**config.mk**
```make
export PLATFORM = sky130hd
export DESIGN_NAME = regfile_npin_snap
export DESIGN_NICKNAME = d
export VERILOG_FILES = /design/src/rtl/regfile_npin_snap.sv
export SDC_FILE = /design/constraint.sdc
export NUM_CORES = 1
export LEC_CHECK = 0
export BUFFER_PORTS_ARGS = -buffer_cell sky130_fd_sc_hd__buf_2
export CELL_PAD_IN_SITES_DETAIL_PLACEMENT = 1
export CELL_PAD_IN_SITES_GLOBAL_PLACEMENT = 1
export CORE_ASPECT_RATIO = 1.25
export CORE_UTILIZATION = 44
export DETAILED_ROUTE_END_ITERATION = 12
export PLACE_DENSITY_LB_ADDON = 0.1
export SKIP_CTS_REPAIR_TIMING = 1
export SYNTH_ARGS = -nofsm -noshare
export SYNTH_HDL_FRONTEND = slang
export SYNTH_SLANG_ARGS = --single-unit
```
**constraint.sdc**
```tcl
create_clock -name clk -period 2.2 [get_ports clk]
set_clock_uncertainty 0.1 [all_clocks]
set_input_delay 0 -clock clk [delete_from_list [all_inputs] [get_ports clk]]
set_output_delay 0 -clock clk [all_outputs]
set_load 0.01 [all_outputs]
```
**src/rtl/regfile_npin_snap.sv**
```systemverilog
`default_nettype none
// ============================================================================
// Module   : regfile_npin_snap
// Purpose  : img2col window register file with WR_PORTS independent write
//            ports, a per-entry fill bitmap and a whole-file snapshot that is
//            presented on a parallel valid/ready output. Filling the next
//            window overlaps draining the previous snapshot.
// Revision : 1.0 - initial release
// ============================================================================
module regfile_npin_snap #(
    parameter int DATA_WIDTH = 16,
    parameter int REG_NUM    = 9,
    parameter int WR_PORTS   = 2,
    parameter int ADDR_WIDTH = (REG_NUM > 1) ? $clog2(REG_NUM) : 1,
    parameter int AUTO_SNAP  = 1
) (
    input  logic                           clk,
    input  logic                           rst,
    input  logic [WR_PORTS-1:0]            wr_en,
    input  logic [WR_PORTS*ADDR_WIDTH-1:0] wr_addr,
    input  logic [WR_PORTS*DATA_WIDTH-1:0] wr_data,
    input  logic                           clr,
    input  logic                           rd_req,
    output logic [DATA_WIDTH-1:0]          out_data [REG_NUM],
    output logic                           out_valid,
    input  logic                           out_ready,
    output logic [REG_NUM-1:0]             filled,
    output logic                           full,
    output logic                           err_addr,
    output logic                           err_drop
);

    localparam logic [0:0]          S_COLLECT = 1'b0;
    localparam logic [0:0]          S_PEND    = 1'b1;
    localparam logic [ADDR_WIDTH:0] c_REG_NUM = (ADDR_WIDTH + 1)'(REG_NUM);
    localparam logic                c_AUTO    = (AUTO_SNAP != 0);

    logic [0:0]            r_state;
    logic [0:0]            w_state_next;
    logic [DATA_WIDTH-1:0] r_entry    [REG_NUM];
    logic [DATA_WIDTH-1:0] w_entry_nx [REG_NUM];
    logic [DATA_WIDTH-1:0] r_out_data [REG_NUM];
    logic [REG_NUM-1:0]    r_filled;
    logic [REG_NUM-1:0]    w_hit;
    logic                  w_bad_addr;
    logic                  r_err_addr;
    logic                  r_err_drop;
    logic                  w_full;
    logic                  w_snap_trig;
    logic                  w_can_snap;
    logic                  w_snap;
    logic                  w_out_valid;

    // Decode all write ports; later (higher-index) ports overwrite earlier ones.
    always_comb begin
        w_hit      = '0;
        w_bad_addr = 1'b0;
        for (int e = 0; e < REG_NUM; e++) begin
            w_entry_nx[e] = r_entry[e];
        end
        for (int p = 0; p < WR_PORTS; p++) begin
            if (wr_en[p]) begin
                if ({1'b0, wr_addr[p*ADDR_WIDTH +: ADDR_WIDTH]} < c_REG_NUM) begin
                    for (int e = 0; e < REG_NUM; e++) begin
                        if (wr_addr[p*ADDR_WIDTH +: ADDR_WIDTH] == ADDR_WIDTH'(e)) begin
                            w_entry_nx[e] = wr_data[p*DATA_WIDTH +: DATA_WIDTH];
                            w_hit[e]      = 1'b1;
                        end
                    end
                end else begin
                    w_bad_addr = 1'b1;
                end
            end
        end
    end

    assign w_full      = &r_filled;
    assign w_out_valid = (r_state == S_PEND);
    assign w_snap_trig = rd_req | (c_AUTO & w_full);
    assign w_can_snap  = ~w_out_valid | out_ready;
    assign w_snap      = w_snap_trig & w_can_snap;

    // State register.
    always_ff @(posedge clk) begin
        if (rst) begin
            r_state <= S_COLLECT;
        end else begin
            r_state <= w_state_next;
        end
    end

    // Next-state: a snapshot always lands in PEND; a plain handshake returns to COLLECT.
    always_comb begin
        w_state_next = r_state;
        case (r_state)
            S_COLLECT: begin
                if (w_snap) begin
                    w_state_next = S_PEND;
                end
            end
            S_PEND: begin
                if (out_ready && !w_snap) begin
                    w_state_next = S_COLLECT;
                end
            end
            default: w_state_next = S_COLLECT;
        endcase
    end

    // Entry storage: writes are accepted in every state.
    always_ff @(posedge clk) begin
        if (rst) begin
            for (int e = 0; e < REG_NUM; e++) begin
                r_entry[e] <= '0;
            end
        end else begin
            r_entry <= w_entry_nx;
        end
    end

    // Snapshot capture uses the pre-edge entries, so this cycle's writes go to the next window.
    always_ff @(posedge clk) begin
        if (rst) begin
            for (int e = 0; e < REG_NUM; e++) begin
                r_out_data[e] <= '0;
            end
        end else if (w_snap) begin
            r_out_data <= r_entry;
        end
    end

    // Fill bitmap: a write in the same cycle as a clear/snapshot survives it.
    always_ff @(posedge clk) begin
        if (rst) begin
            r_filled <= '0;
        end else begin
            r_filled <= ((w_snap | clr) ? '0 : r_filled) | w_hit;
        end
    end

    // Sticky error flags, cleared only by reset.
    always_ff @(posedge clk) begin
        if (rst) begin
            r_err_addr <= 1'b0;
            r_err_drop <= 1'b0;
        end else begin
            if (w_bad_addr) begin
                r_err_addr <= 1'b1;
            end
            if (rd_req && !w_can_snap) begin
                r_err_drop <= 1'b1;
            end
        end
    end

    assign out_data  = r_out_data;
    assign out_valid = w_out_valid;
    assign filled    = r_filled;
    assign full      = w_full;
    assign err_addr  = r_err_addr;
    assign err_drop  = r_err_drop;

endmodule
`default_nettype wire

```
==> impl_metrics.py <==
metrics = {
    "outcome": {
        "status": "completed",
    },
    "placement": {
        "hpwl_um": 26100,
        "io_buffers": 203,
        "finalWeightedCongestion": 0.810,
    },
    "yosys": {
        "postSynth.asyncResetShare_pct": 0,
        "synth_compound_area_share_pct": 9.18,
        "ys_types": 33,
        "yosys.area_share.simple_pct": 19.4,
        "syn_area_per_cell_um2": 9.73,
        "synth.area.mux_share_pct": 21.5,
        "synth_top_family_by_area": "multiplexers",
        "ys_ff_latch": 300,
        "netlist_top_cells_area": "dfxtp_1 (45%), mux2i_1 (22%), nand2b_1 (13%), a211oi_1 (8.1%), nor2_1 (4.1%)",
        "synth_top_area_cell": "dfxtp_1",
        "syn_area_um2": 13400,
        "synth_flop_cell": "dfxtp_1",
        "synthesis.instances": 1377,
        "synth.most_common_cell": "dfxtp_1",
        "yosysSeqAreaShare_pct": 44.8,
        "synthAdderAreaFrac_pct": 0,
        "synth_top_area_share_pct": 44.8,
        "synth_edf_count": 0,
        "yosysWarnings": 0,
        "syn_nets": 1424,
        "synth-xor-area-share_pct": 0,
        "synthTopCellsByCount": "dfxtp_1 (300), nand2b_1 (289), mux2i_1 (288)",
    },
    "setup_path": {
        "cp_common_cell": "dlygate4sd3_1",
        "crit_arrival_ns": 2.43,
        "cp_top_family": "buffers and inverters",
        "path_buf_inv": 4,
        "crit_chain": "dlygate4sd3_1 > buf_2 > nor3_1 > nand3b_1 > dlygate4sd3_1 > a21oi_1 > dlygate4sd3_1",
        "worstSetupEndpointType": "flop",
        "start_kind": "input port",
        "r2r-start": "filled[1]",
        "cp-startpoint": "wr_addr[5]",
        "crit_path_max_fanout": 7,
        "critical_path_class": "in2reg",
        "max_stage_delay_ns": 0.59,
        "critPathRequiredTime_ns": 2.52,
        "slowest_stage": "dlygate4sd3_1",
    },
    "power_and_ir_drop": {
        "power_density_nw_per_um2": 754,
        "irDropWorstVdd_mv": 0.489,
        "p_leak_nw": 6.73,
    },
    "routing": {
        "wl_met3_um": 2160,
        "ant_nets": 0,
        "drt-pass1-iter-count": 5,
        "wl_met2_um": 19400,
        "wl_per_cell_um": 21.5,
        "drc": 0,
        "topRoutingLayerUsed": "met4",
        "first_iter_violations": 647,
        "vias_per_cell": 5.39,
        "met1_length_um": 19700,
        "vias": 10800,
        "wl_um": 43000,
    },
    "clock_network": {
        "clock_latency_ns": 0.53,
        "htree_levels": 2,
        "cts_root_buf": "clkbuf_16",
        "cts_tree": "done",
        "cts_buffer_depth": 3,
        "clock-sinks": 300,
        "clk_pin_slew_ns": 0.06,
        "cts_made_buffers": 34,
    },
    "grt": {
        "grt_use_total_pct": 27.0,
        "grt_pass1_wl_um": 63000,
        "antenna_found_initial": 1,
        "grt_max_degree": 98,
        "grt_pass1_vias": 10500,
        "overflow": 0,
    },
    "floorplan": {
        "fp.dieW_um": 158,
        "core_area_um2": 30000,
        "chipHeight_um": 197,
        "dieArea_um2": 31200,
        "ios": 204,
        "start_util_pct": 44.6,
        "rows": 71,
    },
    "hold_path": {
        "hp-class": "in2reg",
        "hp-start": "wr_addr[6]",
    },
    "sta": {
        "fmax_ghz": 0.473,
        "min_period_over_period_pct": 96.0,
        "fin_setup_tns_ns": 0,
        "worstMarginPinSlew_ns": 0.619,
        "final_max_slew_viol_count": 0,
        "fin_hold_ws_ns": 0.0104,
        "rsz0062_at_grt": "no",
        "period_needed_ns": 2.11,
        "slew_headroom_pct": 58.7,
        "setup_violations": 0,
        "finalHoldViolCount": 0,
    },
    "finish": {
        "finish.net_count": 1615,
        "drive_above_1_share_pct": 18.9,
        "area_growth_pct": 22.3,
    },
    "flow_run": {
        "max_cap_viol_count": 0,
    },
}
## logic make-up after synthesis
group           after synthesis
compound gates              167
simple gates                475
buf+inv                     147
mux                         288
flops                       300
## cell type report
| type | count | area (µm²) |
|---|---|---|
| clock inverter | 10 | 104 |
| antenna | 1 | 2.50 |
| sequential | 300 | 6010 |
| timing repair buffer | 298 | 2020 |
| clock buffer | 52 | 990 |
| fill | 3445 | 13600 |
| multi-input combinational | 930 | 6750 |
| tap | 401 | 502 |
| inverter | 4 | 15.0 |
## worst min-delay path, cell delays in order
cell     delay (ns)
buf_2          0.12
nor3b_1        0.08
buf_4          0.15
a21oi_1        0.16
o22ai_1        0.09
## metrics by stage
stage | total power (W) | util [%] | setup slack, ns | cell area [µm²] | cells
2_1_floorplan | 0.00639 | - | 0.163 | 13400 | 1377
3_3_place_gp | 0.00675 | 48.9 | 0.333 | 14700 | 1872
3_5_place_dp | 0.00677 | 48.9 | 0.285 | 14700 | 1872
4_1_cts | 0.0124 | 52.5 | 0.243 | 15800 | 1934
5_1_grt | 0.0127 | 54.6 | 0.00700 | 16400 | 1996
6_report | 0.0124 | 54.6 | 0.0880 | 16400 | 1996
## routing by layer
metal	vias up	GRT usage [%]
met5	-	0
met4	0	10.1
met2	281	42.6
met3	91	4.48
met1	5295	37.0
li1	5088	-
## flip-flops by register name (all words and copies together) (netlist names)
register,flops
err_addr,1
err_drop,1
filled,9
out_data,144
out_valid,1
r_entry,144
## where the power goes
part	internal (W)	switching (W)	total, W	leakage [nW]
Clock	0.00325	0.00236	0.00562	0.539
Combinational	0.000454	0.000646	0.00110	3.77
Sequential	0.00556	0.0000739	0.00564	2.43
Total	0.00927	0.00308	0.0124	6.73
## placed cells by master, fill, tap and decap left out, types with 2 or more instances in the layout
cell	n
a21o_1	3
a31oi_1	4
clkbuf_1	12
clkbuf_8	5
clkinv_2	6
o41ai_1	3
buf_2	202
nand2b_1	289
nor3_2	2
clkinv_8	2
nor2b_1	2
buf_12	10
buf_4	24
o22ai_1	6
or3b_2	6
nand3_1	5
a21oi_1	6
dfxtp_1	300
a211oi_1	144
mux2i_1	288
nor4_2	2
inv_1	4
clkbuf_16	35
nand2_1	10
nor2_1	147
dlygate4sd3_1	61
## worst paths after layout
check            endpoint  slack (ns)  cells after the start
max              err_addr        0.09                      7
min             filled[2]        0.01                      5
max reg2reg     filled[4]        0.18                      6
min reg2reg  out_data[89]        0.37                      2
Note: power is estimated with default switching activity, not from simulation.
